==> config.mk <==
export PLATFORM = sky130hd
export DESIGN_NAME = sram_req_adapter_flat
export DESIGN_NICKNAME = d
export VERILOG_FILES = /design/src/rtl/sram_req_adapter_pkg.sv /design/src/rtl/sram_req_adapter_if.sv /design/src/rtl/sram_rsp_fifo.sv /design/src/rtl/sram_req_adapter.sv /design/src/flat_wrapper.sv
export SDC_FILE = /design/constraint.sdc
export NUM_CORES = 1
export LEC_CHECK = 0
export CAP_MARGIN = 10
export CORE_AREA = 2 2 39 41
export DETAILED_ROUTE_END_ITERATION = 6
export DIE_AREA = 0 0 41 43
export PLACE_DENSITY = 0.69
export SETUP_SLACK_MARGIN = 0.05
export SLEW_MARGIN = 20
export SYNTH_ARGS = -nofsm -noshare
export SYNTH_HDL_FRONTEND = slang
export SYNTH_SLANG_ARGS = --single-unit
==> constraint.sdc <==
create_clock -name clk0 -period 2.3 [get_ports clk0]
set_input_delay 0.46 -clock clk0 [delete_from_list [all_inputs] [get_ports clk0]]
set_output_delay 0.46 -clock clk0 [all_outputs]
set_load 0.01 [all_outputs]
==> src/rtl/sram_req_adapter_pkg.sv <==
// sram_req_adapter_pkg
//   Shared constants and helpers for the SRAM request adapter slice.
//   SRAM_RD_LATENCY : edges from SRAM sampling a read to dout0 being valid.
//   req_op_e        : request opcode as carried on req_we.
//   cnt_width()     : bits needed to hold a count of 0..depth.
//   ptr_width()     : bits needed to index depth entries (at least 1).
package sram_req_adapter_pkg;

   localparam int SRAM_RD_LATENCY = 1;

   typedef enum logic {
      OP_RD = 1'b0,
      OP_WR = 1'b1
   } req_op_e;

   function automatic int cnt_width(input int depth);
      return $clog2(depth + 1);
   endfunction

   function automatic int ptr_width(input int depth);
      return (depth > 1) ? $clog2(depth) : 1;
   endfunction

endpackage

==> src/rtl/sram_req_adapter_if.sv <==
// sram_req_adapter_if
//   Bundles the request channel, response channel and SRAM pin group of the
//   adapter. The slave modport is the adapter's view; the master modport is
//   the view of whoever drives requests, consumes responses and models the
//   SRAM (dout0).
//   Request : req_valid, req_ready, req_we, req_addr, req_wdata
//   Response: rsp_valid, rsp_ready, rsp_rdata
//   SRAM    : csb0, web0, addr0, din0, dout0
interface sram_req_adapter_if #(
   parameter int DATA_WIDTH = 2,
   parameter int ADDR_WIDTH = 4
);
   logic                  req_valid;
   logic                  req_ready;
   logic                  req_we;
   logic [ADDR_WIDTH-1:0] req_addr;
   logic [DATA_WIDTH-1:0] req_wdata;
   logic                  rsp_valid;
   logic                  rsp_ready;
   logic [DATA_WIDTH-1:0] rsp_rdata;
   logic                  csb0;
   logic                  web0;
   logic [ADDR_WIDTH-1:0] addr0;
   logic [DATA_WIDTH-1:0] din0;
   logic [DATA_WIDTH-1:0] dout0;

   modport slave (
      input  req_valid, req_we, req_addr, req_wdata, rsp_ready, dout0,
      output req_ready, rsp_valid, rsp_rdata, csb0, web0, addr0, din0
   );

   modport master (
      output req_valid, req_we, req_addr, req_wdata, rsp_ready, dout0,
      input  req_ready, rsp_valid, rsp_rdata, csb0, web0, addr0, din0
   );
endinterface

==> src/rtl/sram_rsp_fifo.sv <==
// sram_rsp_fifo
//   Small circular response buffer for captured SRAM read data.
//   clk0      : clock
//   rst0      : asynchronous active-high reset (pointers and count only)
//   push      : write push_data at the tail
//   push_data : data to store
//   pop       : drop the head entry (ignored while empty)
//   head_data : entry at the head; meaningless while count == 0
//   count     : number of valid entries, 0..DEPTH
module sram_rsp_fifo
   import sram_req_adapter_pkg::*;
#(
   parameter int DATA_WIDTH = 2,
   parameter int DEPTH      = 2
) (
   input  logic                          clk0,
   input  logic                          rst0,
   input  logic                          push,
   input  logic [DATA_WIDTH-1:0]         push_data,
   input  logic                          pop,
   output logic [DATA_WIDTH-1:0]         head_data,
   output logic [cnt_width(DEPTH)-1:0]   count
);

   localparam int PW = ptr_width(DEPTH);

   logic [DATA_WIDTH-1:0] mem [DEPTH];
   logic [PW-1:0]         wr_ptr;
   logic [PW-1:0]         rd_ptr;
   logic                  do_pop;

   // Explicit wrap compare so non-power-of-2 depths index correctly.
   function automatic logic [PW-1:0] nxt(input logic [PW-1:0] p);
      return (p == PW'(DEPTH - 1)) ? '0 : p + 1'b1;
   endfunction

   assign do_pop    = pop && (count != '0);
   assign head_data = mem[rd_ptr];

   // Storage is deliberately left unreset.
   always_ff @(posedge clk0) begin
      if (push) mem[wr_ptr] <= push_data;
   end

   always_ff @(posedge clk0 or posedge rst0) begin
      if (rst0) begin
         wr_ptr <= '0;
         rd_ptr <= '0;
         count  <= '0;
      end else begin
         if (push)   wr_ptr <= nxt(wr_ptr);
         if (do_pop) rd_ptr <= nxt(rd_ptr);
         if (push && !do_pop)      count <= count + 1'b1;
         else if (!push && do_pop) count <= count - 1'b1;
      end
   end

endmodule

==> src/rtl/sram_req_adapter.sv <==
// sram_req_adapter
//   Turns a valid/ready request stream into single-port SRAM pin activity and
//   returns read data through a credit-protected response FIFO.
//   clk0 : clock shared with the SRAM
//   rst0 : asynchronous active-high reset
//   bus  : request channel, response channel and SRAM pins (slave view)
//   SRAM pins are combinational from the request channel, so the SRAM samples
//   a request on the same edge that accepts it. Read data is captured
//   SRAM_RD_LATENCY edges later. A read is only accepted when a FIFO slot is
//   guaranteed for it, counting reads still in flight.
module sram_req_adapter
   import sram_req_adapter_pkg::*;
#(
   parameter int DATA_WIDTH = 2,
   parameter int ADDR_WIDTH = 4,
   parameter int RSP_DEPTH  = 2
) (
   input  logic                clk0,
   input  logic                rst0,
   sram_req_adapter_if.slave   bus
);

   localparam int CW = cnt_width(RSP_DEPTH);

   req_op_e                   op;
   logic                      accept;
   logic                      rd_acc;
   logic                      req_rdy;
   logic                      pop;
   logic                      rsp_vld;
   logic [CW-1:0]             count;
   logic [CW:0]               used;
   logic [SRAM_RD_LATENCY-1:0] rd_q;     // reads accepted, awaiting dout0
   logic                      rd_inflight;
   logic [ADDR_WIDTH-1:0]     addr;
   logic [DATA_WIDTH-1:0]     head;

   assign op     = req_op_e'(bus.req_we);
   assign accept = bus.req_valid && req_rdy;
   assign rd_acc = accept && (op == OP_RD);

   // Every in-flight read already owns a FIFO slot.
   assign used    = (CW+1)'(count) + (CW+1)'($countones(rd_q));
   assign rsp_vld = (count != '0);
   assign pop     = rsp_vld && bus.rsp_ready;
   // A pop this edge frees a slot, so rsp_ready feeds req_ready directly;
   // this keeps back-to-back reads at full rate with a 2-entry FIFO.
   assign req_rdy = !rst0 && ((used < (CW+1)'(RSP_DEPTH)) || pop);

   assign rd_inflight = rd_q[SRAM_RD_LATENCY-1];

   always_ff @(posedge clk0 or posedge rst0) begin
      if (rst0) rd_q <= '0;
      else      rd_q <= SRAM_RD_LATENCY'({rd_q, rd_acc});
   end

   sram_rsp_fifo #(
      .DATA_WIDTH (DATA_WIDTH),
      .DEPTH      (RSP_DEPTH)
   ) u_fifo (
      .clk0      (clk0),
      .rst0      (rst0),
      .push      (rd_inflight),
      .push_data (bus.dout0),
      .pop       (pop),
      .head_data (head),
      .count     (count)
   );

   assign addr          = bus.req_addr;
   assign bus.addr0     = addr;
   assign bus.din0      = bus.req_wdata;
   assign bus.csb0      = !accept;
   assign bus.web0      = !(accept && (op == OP_WR));
   assign bus.req_ready = req_rdy;
   assign bus.rsp_valid = rsp_vld;
   assign bus.rsp_rdata = head;

endmodule

==> src/flat_wrapper.sv <==
// flat-port wrapper written by rule: the top's interface ports become plain ports
module sram_req_adapter_flat import sram_req_adapter_pkg::*;
#(
   parameter int DATA_WIDTH = 2,
   parameter int ADDR_WIDTH = 4,
   parameter int RSP_DEPTH  = 2
)
  (clk0, rst0, bus_req_valid, bus_req_we, bus_req_addr, bus_req_wdata, bus_rsp_ready, bus_dout0, bus_req_ready, bus_rsp_valid, bus_rsp_rdata, bus_csb0, bus_web0, bus_addr0, bus_din0);
  sram_req_adapter_if #(.DATA_WIDTH(DATA_WIDTH), .ADDR_WIDTH(ADDR_WIDTH)) bus_i ();
  input  logic clk0;
  input  logic rst0;
  input wire logic [$bits(bus_i.req_valid)-1:0] bus_req_valid;
  input wire logic [$bits(bus_i.req_we)-1:0] bus_req_we;
  input wire logic [$bits(bus_i.req_addr)-1:0] bus_req_addr;
  input wire logic [$bits(bus_i.req_wdata)-1:0] bus_req_wdata;
  input wire logic [$bits(bus_i.rsp_ready)-1:0] bus_rsp_ready;
  input wire logic [$bits(bus_i.dout0)-1:0] bus_dout0;
  output wire logic [$bits(bus_i.req_ready)-1:0] bus_req_ready;
  output wire logic [$bits(bus_i.rsp_valid)-1:0] bus_rsp_valid;
  output wire logic [$bits(bus_i.rsp_rdata)-1:0] bus_rsp_rdata;
  output wire logic [$bits(bus_i.csb0)-1:0] bus_csb0;
  output wire logic [$bits(bus_i.web0)-1:0] bus_web0;
  output wire logic [$bits(bus_i.addr0)-1:0] bus_addr0;
  output wire logic [$bits(bus_i.din0)-1:0] bus_din0;
  assign bus_i.req_valid = bus_req_valid;
  assign bus_i.req_we = bus_req_we;
  assign bus_i.req_addr = bus_req_addr;
  assign bus_i.req_wdata = bus_req_wdata;
  assign bus_i.rsp_ready = bus_rsp_ready;
  assign bus_i.dout0 = bus_dout0;
  assign bus_req_ready = bus_i.req_ready;
  assign bus_rsp_valid = bus_i.rsp_valid;
  assign bus_rsp_rdata = bus_i.rsp_rdata;
  assign bus_csb0 = bus_i.csb0;
  assign bus_web0 = bus_i.web0;
  assign bus_addr0 = bus_i.addr0;
  assign bus_din0 = bus_i.din0;
  sram_req_adapter #(.DATA_WIDTH(DATA_WIDTH), .ADDR_WIDTH(ADDR_WIDTH), .RSP_DEPTH(RSP_DEPTH)) u_core (.clk0(clk0), .rst0(rst0), .bus(bus_i));
endmodule
==> results.cfg <==
[outcome]
run_status = finished, final reports clean

[timing]
clock-skew-final_ns = 0.000332
period_share_pct = 94.4
fin_tns_setup_ns = 0
slew_viol_final = 0
final_critical_path_required_period_ns = 2.17
holdWs_ns = 0.497
hold_violations = 0
tightest_slew_ns = 0.199
timing.fmax_mhz = 460
finalSetupViolations = 0
maxSlewHeadroom_pct = 86.7
timing.final.ws_setup_ns = 0.128
grt_setup_unrepaired = false

[logic_synthesis]
synth_top_family_by_area = buffers and inverters
synth_top_cell_by_area = sky130_fd_sc_hd__dfrtp_1
synth.net_count = 48
synthesis.area_per_instance_um2 = 12.9
synthCells = 34
yosys.area.top_type_share_pct = 28.6
ys.flop_type = sky130_fd_sc_hd__dfrtp_1
asyncSetResetFlopFracSynth_pct = 55.6
synth_simple_gate_area_share_pct = 10.3
synth.most_common_cell = sky130_fd_sc_hd__buf_4
synth_top_cells_by_count = 6 x sky130_fd_sc_hd__buf_4, 5 x sky130_fd_sc_hd__dfrtp_1, 4 x sky130_fd_sc_hd__edfxtp_1, 3 x sky130_fd_sc_hd__xor2_1
yosys_warning_total = 0
synth.ff_latch_count = 9
synth_edf_count = 4
ys_top_cells_by_area = sky130_fd_sc_hd__dfrtp_1 29%, sky130_fd_sc_hd__edfxtp_1 27%, sky130_fd_sc_hd__buf_4 10%, sky130_fd_sc_hd__xor2_1 6.0%, sky130_fd_sc_hd__mux2_2 5.1%
synth_fa_ha_area_share_pct = 2.86
synth-xor-area-share_pct = 10.0
synth.mux.area_fraction_pct = 5.14
fraction_of_the_yosys_area_taken_by_sequential_cells_pct = 56.0
synth_compound_area_share_pct = 4.57
yosys.cell_types.count = 17
syn_area_um2 = 438

[place]
placedInstanceArea_um2 = 548
gp_routability_congestion = 0.631
dpl_worst_slack_ns = 0.111
numPortBuffers = 12

[worst_hold_path]
timing.hold.worst.start = u_core.u_fifo.count[1]$_DFFE_PP0P_
hold_path_depth = 1
timing.hold.worst.class = flop to flop
hold_path_end = u_core.u_fifo.count[1]$_DFFE_PP0P_

[clock_network]
cts_tree = done
buffer_depth_of_the_longest_clock_path = 2
cts.sinks = 9
ctsRootBufferMaster = sky130_fd_sc_hd__clkbuf_4
cts.hold.buffers_added = 0
cts.reportedPaths.clkPinSlew_ns = 0.06
worstSkewPairLatency_ns = 0.25
numCtsBuffers = 3
htreeDepth = 1

[worst_setup_path]
worst-setup-path-type = primary input to output pin
r2r-end = u_core.u_fifo.count[1]$_DFFE_PP0P_
ff2ff_setup_slack_ns = 0.91
worstRegToRegCells = 6
crit_path_end_kind = output pin
crit_path_start_kind = primary input
cp_max_fo = 3
worst_ep_arrival_time_ns = 1.71
reg2reg_from = u_core.u_fifo.count[0]$_DFFE_PP0P_
critical_path_required_ns = 1.84

[pwr]
power.ir.vdd_worst_uv = 464
cellPowerDensity_nw_per_um2 = 999
power.static_leakage_nw = 0.237

[grt]
globalRouteOverflowTotal = 0
overall_global_routing_usage_pct = 11.0
pin_count_of_the_biggest_net_entering_global_routing = 6
grt_pass1_vias = 289
grt_pass1_wl_um = 1200
antenna_violations_before_repair = 0

[die]
die-height_um = 43
floorplan.die.width_um = 41
initial_core_util_pct = 31.6
boundaryPins = 25
core-area_um2 = 1380
placementRows = 14
die_area_um2 = 1760

[final_layout]
final_net_count = 61
finish.instance_area_um2 = 577
layout-drive-gt1-share_pct = 19.6
multiInputGateArea_um2 = 144
fillCellCount = 151
insertedDiodeCount = 0
seq_area_um2 = 245
layout-area-overhead-vs-synth_pct = 31.7

[detailed_routing]
ant_nets = 0
avgViaCountPerCell = 4.31
remaining_drc_errors = 0
vias_post_dr = 267
routed_wire_length_per_instance_um = 11.7
detailedRoute.firstIterationViolations = 1
detailedRoute.firstPassIterationCount = 2
finalWirelength_um = 726

[flow_run]
max_cap_violations = 0
==> layout make-up <==
type | count | share of cell area [%]
inverter | 1 | 0.651
multi-input combinational | 18 | 24.9
tap | 16 | 3.47
clock buffer | 4 | 4.56
timing repair buffer | 14 | 23.9
sequential | 9 | 42.5
==> how the worst max path moves through the flow <==
stage,start,to,slack [ns],cells past startpoint
final,bus_rsp_ready,bus_csb0,0.13,3
after global routing,bus_rsp_ready,bus_csb0,0.08,3
after CTS,bus_rsp_ready,bus_web0,0.1,4
after detailed placement,bus_rsp_ready,bus_web0,0.11,4
after global placement,bus_rsp_ready,bus_csb0,0.11,3
after floorplan,rst0,bus_web0,0.88,3
==> kinds of logic after synthesis <==
kind of cell             after synthesis
XOR/XNOR                               5
flip-flops                             9
adder cells (fa/ha/maj)                1
multiplexers                           2
AND/OR/NAND/NOR                        7
buffers and inverters                  7
AO/OA/AOI/OAI                          3
==> cell usage in the layout, fill, tap and decap left out <==
master and n:
sky130_fd_sc_hd__nor2_1 2, sky130_fd_sc_hd__ha_1 1, sky130_fd_sc_hd__nor2b_1 1, sky130_fd_sc_hd__dlymetal6s2s_1 1, sky130_fd_sc_hd__nand2_4 1, sky130_fd_sc_hd__xnor2_1 2
sky130_fd_sc_hd__edfxtp_1 4, sky130_fd_sc_hd__dfrtp_1 5, sky130_fd_sc_hd__nand3_1 1, sky130_fd_sc_hd__clkdlybuf4s50_1 11, sky130_fd_sc_hd__a21oi_1 1, sky130_fd_sc_hd__o211ai_1 1
sky130_fd_sc_hd__buf_4 2, sky130_fd_sc_hd__or2_4 1, sky130_fd_sc_hd__o21a_1 1, sky130_fd_sc_hd__clkbuf_1 1, sky130_fd_sc_hd__and2_1 1, sky130_fd_sc_hd__mux2_2 2
sky130_fd_sc_hd__xor2_1 3, sky130_fd_sc_hd__clkbuf_4 3, sky130_fd_sc_hd__inv_1 1
==> repair_timing <==
| action | in CTS | in global routing |
|---|---|---|
| endpoints found under the setup margin | 0 | 1 |
| gates resized for setup | 0 | 1 |
| setup buffers | 0 | 0 |
==> critical path, stage by stage <==
cell	delay [ns]
sky130_fd_sc_hd__clkdlybuf4s50_1	0.44
sky130_fd_sc_hd__o211ai_1	0.23
sky130_fd_sc_hd__clkdlybuf4s50_1	0.58
==> power by group <==
part | internal (W) | switching, W | total (W) | leakage [nW]
sequential | 0.000212 | 0.0000415 | 0.000254 | 0.0966
clock | 0.0000666 | 0.0000515 | 0.000118 | 0.0150
combinational | 0.000127 | 0.0000776 | 0.000204 | 0.126
==> layer usage <==
layer	GRT usage, %	share of wire [%]	wire length (µm)	vias to the layer above
li1	-	-	-	131
met5	0	0	0	-
met2	15.6	48	349	13
met3	4.19	12	89	2
met4	10.0	1.1	8	0
met1	11.8	38	279	121
==> through the flow <==
stage | instances | power (W) | util [%]
after global placement | 58 | 0.000460 | 39.6
after floorplan | 34 | 0.000388 | -
after global routing | 62 | 0.000619 | 41.7
final | 62 | 0.000576 | 41.7
after CTS | 62 | 0.000588 | 41.5
after detailed placement | 58 | 0.000463 | 39.6
==> flip-flops by register name (all words and copies together), names as in the netlist <==
| signal | cells |
|---|---|
| u_core.rd_inflight | 1 |
| u_core.u_fifo.count | 2 |
| u_core.u_fifo.mem | 4 |
| u_core.u_fifo.rd_ptr | 1 |
| u_core.u_fifo.wr_ptr | 1 |
Note: power is estimated with default switching activity, not from simulation.
